$ cat config.mk
export PLATFORM = sky130hd
export DESIGN_NAME = plab2_proc_mem_port_arbiter
export DESIGN_NICKNAME = d
export VERILOG_FILES = /design/src/rtl/plab2_proc_mem_port_arbiter.sv
export SDC_FILE = /design/constraint.sdc
export NUM_CORES = 1
export LEC_CHECK = 0
export CORE_AREA = 2 2 152 154
export DETAILED_ROUTE_END_ITERATION = 7
export DIE_AREA = 0 0 154 156
export SKIP_CTS_REPAIR_TIMING = 1
export SYNTH_ARGS = -nofsm -noshare
export SYNTH_HDL_FRONTEND = slang
export SYNTH_SLANG_ARGS = --single-unit
$ cat constraint.sdc
create_clock -name clk -period 5.64 [get_ports clk]
set_input_delay 0.846 -clock clk [delete_from_list [all_inputs] [get_ports clk]]
set_output_delay 0.846 -clock clk [all_outputs]
set_load 0.01 [all_outputs]
$ cat src/rtl/plab2_proc_mem_port_arbiter.sv
`default_nettype none
// ============================================================================
// Module      : plab2_proc_mem_port_arbiter
// Description : Merges the processor imem (port 0) and dmem (port 1) val/rdy
//               request streams onto one memory port with round-robin
//               arbitration, and steers in-order responses back to the port
//               that issued them using a small port-ID tracking FIFO.
// Revision    : 1.0 - initial release
// ============================================================================
module plab2_proc_mem_port_arbiter #(
  parameter int p_num_entries = 4,
  parameter int p_req_nbits   = 77,
  parameter int p_resp_nbits  = 47
) (
  input  logic                    clk,
  input  logic                    reset,

  input  logic [p_req_nbits-1:0]  in0_req_msg,
  input  logic                    in0_req_val,
  output logic                    in0_req_rdy,
  output logic [p_resp_nbits-1:0] in0_resp_msg,
  output logic                    in0_resp_val,
  input  logic                    in0_resp_rdy,

  input  logic [p_req_nbits-1:0]  in1_req_msg,
  input  logic                    in1_req_val,
  output logic                    in1_req_rdy,
  output logic [p_resp_nbits-1:0] in1_resp_msg,
  output logic                    in1_resp_val,
  input  logic                    in1_resp_rdy,

  output logic [p_req_nbits-1:0]  out_req_msg,
  output logic                    out_req_val,
  input  logic                    out_req_rdy,
  input  logic [p_resp_nbits-1:0] out_resp_msg,
  input  logic                    out_resp_val,
  output logic                    out_resp_rdy
);

  localparam int              c_PW         = $clog2(p_num_entries);
  localparam int              c_CW         = c_PW + 1;
  localparam logic [c_CW-1:0] c_FULL_COUNT = c_CW'(p_num_entries);

  logic [c_CW-1:0]          r_count;
  logic [c_PW-1:0]          r_wptr;
  logic [c_PW-1:0]          r_rptr;
  logic [p_num_entries-1:0] r_ids;
  logic                     r_prio;       // 0 favours port 0, 1 favours port 1
  logic                     r_lock;
  logic                     r_lock_port;

  logic w_full;
  logic w_empty;
  logic w_grant_val;
  logic w_grant_port;
  logic w_req_ok;
  logic w_req_fire;
  logic w_resp_ok;
  logic w_resp_fire;
  logic w_head;

  assign w_full  = (r_count == c_FULL_COUNT);
  assign w_empty = (r_count == '0);

  // Grant selection: a stalled request keeps its grant so the message stays stable
  always_comb begin
    w_grant_val  = 1'b0;
    w_grant_port = 1'b0;
    if (r_lock) begin
      w_grant_port = r_lock_port;
      w_grant_val  = r_lock_port ? in1_req_val : in0_req_val;
    end else if (in0_req_val && in1_req_val) begin
      w_grant_val  = 1'b1;
      w_grant_port = r_prio;
    end else if (in1_req_val) begin
      w_grant_val  = 1'b1;
      w_grant_port = 1'b1;
    end else if (in0_req_val) begin
      w_grant_val  = 1'b1;
    end
  end

  // Request path is purely combinational; a full FIFO blocks new requests
  assign out_req_val = !reset && w_grant_val && !w_full;
  assign out_req_msg = w_grant_port ? in1_req_msg : in0_req_msg;
  assign w_req_ok    = out_req_val && out_req_rdy;
  assign in0_req_rdy = w_req_ok && !w_grant_port;
  assign in1_req_rdy = w_req_ok &&  w_grant_port;
  assign w_req_fire  = w_req_ok;

  // Response path follows the oldest outstanding port ID
  assign w_head       = r_ids[r_rptr];
  assign w_resp_ok    = !reset && !w_empty;
  assign in0_resp_val = w_resp_ok && out_resp_val && !w_head;
  assign in1_resp_val = w_resp_ok && out_resp_val &&  w_head;
  assign out_resp_rdy = w_resp_ok && (w_head ? in1_resp_rdy : in0_resp_rdy);
  assign in0_resp_msg = out_resp_msg;
  assign in1_resp_msg = out_resp_msg;
  assign w_resp_fire  = out_resp_val && out_resp_rdy;

  // Tracking FIFO pointers and occupancy
  always_ff @(posedge clk) begin
    if (reset) begin
      r_count <= '0;
      r_wptr  <= '0;
      r_rptr  <= '0;
    end else begin
      if (w_req_fire)  r_wptr <= r_wptr + 1'b1;
      if (w_resp_fire) r_rptr <= r_rptr + 1'b1;
      case ({w_req_fire, w_resp_fire})
        2'b10:   r_count <= r_count + 1'b1;
        2'b01:   r_count <= r_count - 1'b1;
        default: r_count <= r_count;
      endcase
    end
  end

  // Tracking FIFO storage; contents are meaningless until pushed
  always_ff @(posedge clk) begin
    if (w_req_fire) r_ids[r_wptr] <= w_grant_port;
  end

  // Round-robin pointer and stall lock
  always_ff @(posedge clk) begin
    if (reset) begin
      r_prio      <= 1'b0;
      r_lock      <= 1'b0;
      r_lock_port <= 1'b0;
    end else if (w_req_fire) begin
      r_prio <= !w_grant_port;
      r_lock <= 1'b0;
    end else if (out_req_val) begin
      r_lock      <= 1'b1;
      r_lock_port <= w_grant_port;
    end
  end

`ifndef SYNTHESIS
  a_count_bound:  assert property (@(posedge clk) disable iff (reset) r_count <= c_FULL_COUNT);
  a_no_pop_empty: assert property (@(posedge clk) disable iff (reset) !(w_resp_fire && w_empty));
`endif

endmodule
`default_nettype wire
==> flow_summary.toml <==
[floorplan]
die_height_um = 156
num_io_pins = 386
start_util = 0.107
fp.dieW_um = 154
rows = 55
core-area_sq_um = 22400
die_area_sq_um = 24000

[setup_path]
worst-path-stages = 6
cpMostUsedCell = "clkdlybuf4s50_1"
crit_slowest_cell = "o31ai_4"
ff2ff_setup_slack_ns = 2.95
startpoint = "in1_req_val"
crit_fanout = 12
cp_cell_sequence = "clkdlybuf4s50_1, inv_1, o31ai_4, buf_4, mux2_2, clkdlybuf4s50_1"
crit_path_end_kind = "primary output"
cpPeakStageDelay_ns = 0.64
critPathLaunchType = "input pin"
cp.required_ns = 4.79
critPathTopFamily = "buffers and inverters"
endpoint = "out_req_msg[74]"
worstPathBufferInverterCount = 4
r2r-end = "r_count[2]"
cp.arrival_ns = 3.29
crit_type = "in2out"
worstRegToRegCells = 9
r2r-start = "r_rptr[0]"

[timing]
hold_viol_final = 0
min_period_ns = 4.13
fin_ws_ns = 1.51
rsz0062_at_grt = "no"
post-route-period-util = 0.733
slew_viol_final = 0
hold_slack_ns = 0.489
final.setup_skew_ns = 0.00206
finalSetupViolCount = 0
tns_ns = 0
max_freq_mhz = 242
relSlewSlack = 0.512
tightestPinTransition_ns = 0.732

[yosys]
synth_area_leader_cell = "buf_4"
synth_area_leaders = "buf_4, mux2_1, mux2_2"
synth_ff_type = "dfxtp_1"
syn-cell-area_sq_um = 2400
synthArstFlopShare = 0
ys_ff_latch = 14
synth.top_cells.by_count = "buf_4, mux2_1, mux2_2"
synth_seq_area_share = 0.133
yosys.cell_types.count = 34
synth-edff-count = 4
yosysMostFrequentCell = "buf_4"
syn-num-nets = 476
yosys.area.top_type_share = 0.297
avgSynthCellArea_sq_um = 9.19
yosys_warnings = 0
syn-instance-count = 261

[finish]
num_antenna_cells = 0
design_area_sq_um = 4590
finalNetCount = 626
fin_cells = 695
area_growth_pct = 91.2
fin_util = 0.205
drive_gt1_frac = 0.124

[power_and_ir_drop]
pwr_density_cell_nw_per_um2 = 138
p_sw_frac = 0.269
internal-power_mw = 0.464
p_seq_frac = 0.178
combPwrFrac = 0.588
peakVddDrop_v = 0.0000884
p_leak_nw = 1.61
switching_power_mw = 0.171
p_clk_frac = 0.234
power_mw = 0.635

[cts]
cts_tree = "yes"
numClockSinks = 14
cts-root-buf = "clkbuf_16"
clkLatencyLatePin_ns = 0.24
cts_max_level = 1
cts_buffer_depth = 2
cts_buffers = 3
clk_pin_slew_ns = 0.05

[routing]
avgViaCountPerCell = 3.27
via_count = 2274
drtPass1Iterations = 4
wl_per_cell_um = 14.3
postRouteAntennaNets = 0
wirelength_um = 9930
drc = 0
first_iter_violations = 45

[global_route]
grt_pass1_vias = 2443
grt_pass1_wl_um = 14500
grt_max_degree = 36
grt_use_total = 0.0791
antenna_found_initial = 2
overflow = 0

[job]
drv_cap = 0

[placed_design]
place_congestion = 0.766
post_dp_cell_area_sq_um = 4500
pre_cts_ws_ns = 1.45
placed_cells = 691
dp_hpwl_um = 8840
port_buffers = 244

[run_status]
status = "complete, no violations"

[hold_path]
hold_path.class = "reg2reg"
holdPathStages = 2
layout by cell type, fill, tap and decap left out, types with 2 or more instances in the layout:
cell type / Yosys / final
nor2b_1: 2 / 2
nor2_1: 10 / 10
or3_1: 3 / 3
and2_1: 5 / 5
mux2_1: 40 / 40
nand2b_1: 2 / 2
clkdlybuf4s50_1: 0 / 244
dfxtp_1: 10 / 10
nor3b_1: 2 / 2
nor3_1: 2 / 2
xor2_1: 2 / 2
inv_1: 11 / 11
a21oi_1: 4 / 4
clkbuf_16: 0 / 3
edfxtp_1: 4 / 4
buf_4: 95 / 4
mux2i_1: 2 / 2
ha_1: 5 / 5
nand2_1: 2 / 2
mux2_2: 37 / 37
power groups by stage:
| stage | Clock (mW) | Combinational (mW) | Sequential (mW) |
|---|---|---|---|
| 3_3_place_gp | 0 | 0.376 | 0.115 |
| 4_1_cts | 0.153 | 0.379 | 0.113 |
| 6_report | 0.148 | 0.373 | 0.113 |
| 2_1_floorplan | 0 | 0.198 | 0.114 |
| 3_5_place_dp | 0 | 0.376 | 0.115 |
| 5_1_grt | 0.156 | 0.398 | 0.114 |
tightest hold or removal path, stage by stage (launching register included):
cell      delay (ns)
dfxtp_1         0.32
nand2b_1        0.07
a21oi_1         0.06
kinds of logic (layout without fill, tap and decap cells):
group                      after synthesis  in the layout  share of synthesized area
AOI/OAI and AO/OA                       13             13                     0.0412
xor gates and xnor gates                 3              3                     0.0110
adders and majority gates                6              6                     0.0344
buffers and inverters                  115            264                      0.333
DFF                                     14             14                      0.133
muxes                                   81             81                      0.385
and+or+nand+nor                         29             29                     0.0626
registers in the layout, indices dropped and copies added (netlist names):
| signal | flops |
|---|---|
| r_wptr | 2 |
| r_count | 3 |
| r_lock | 1 |
| r_prio | 1 |
| r_lock_port | 1 |
| r_ids | 4 |
| r_rptr | 2 |
cell type report:
cell class,instances,area [sq um]
Clock buffer,4,88.8
Fill cell,2455,17800
Inverter,11,41.3
Multi-Input combinational cell,132,1290
Sequential cell,14,320
Tap cell,285,357
Timing Repair Buffer,249,2490
layer usage:
metal / track usage / wire length, um / vias to the layer above
li1: - / - / 1084
met1: 0.0888 / 3850 / 997
met2: 0.139 / 4840 / 174
met3: 0.0325 / 1090 / 19
met4: 0.0205 / 150 / 0
met5: 0 / 0 / -
worst min path at each step:
stage / slack, ns / start / to
floorplan: 0.45 / r_prio / r_prio
global placement: 0.48 / r_prio / r_prio
detailed placement: 0.49 / r_prio / r_prio
CTS: 0.49 / r_prio / r_prio
global route: 0.54 / r_prio / r_prio
finish: 0.49 / r_prio / r_prio
(Power assumes the default switching activity.)
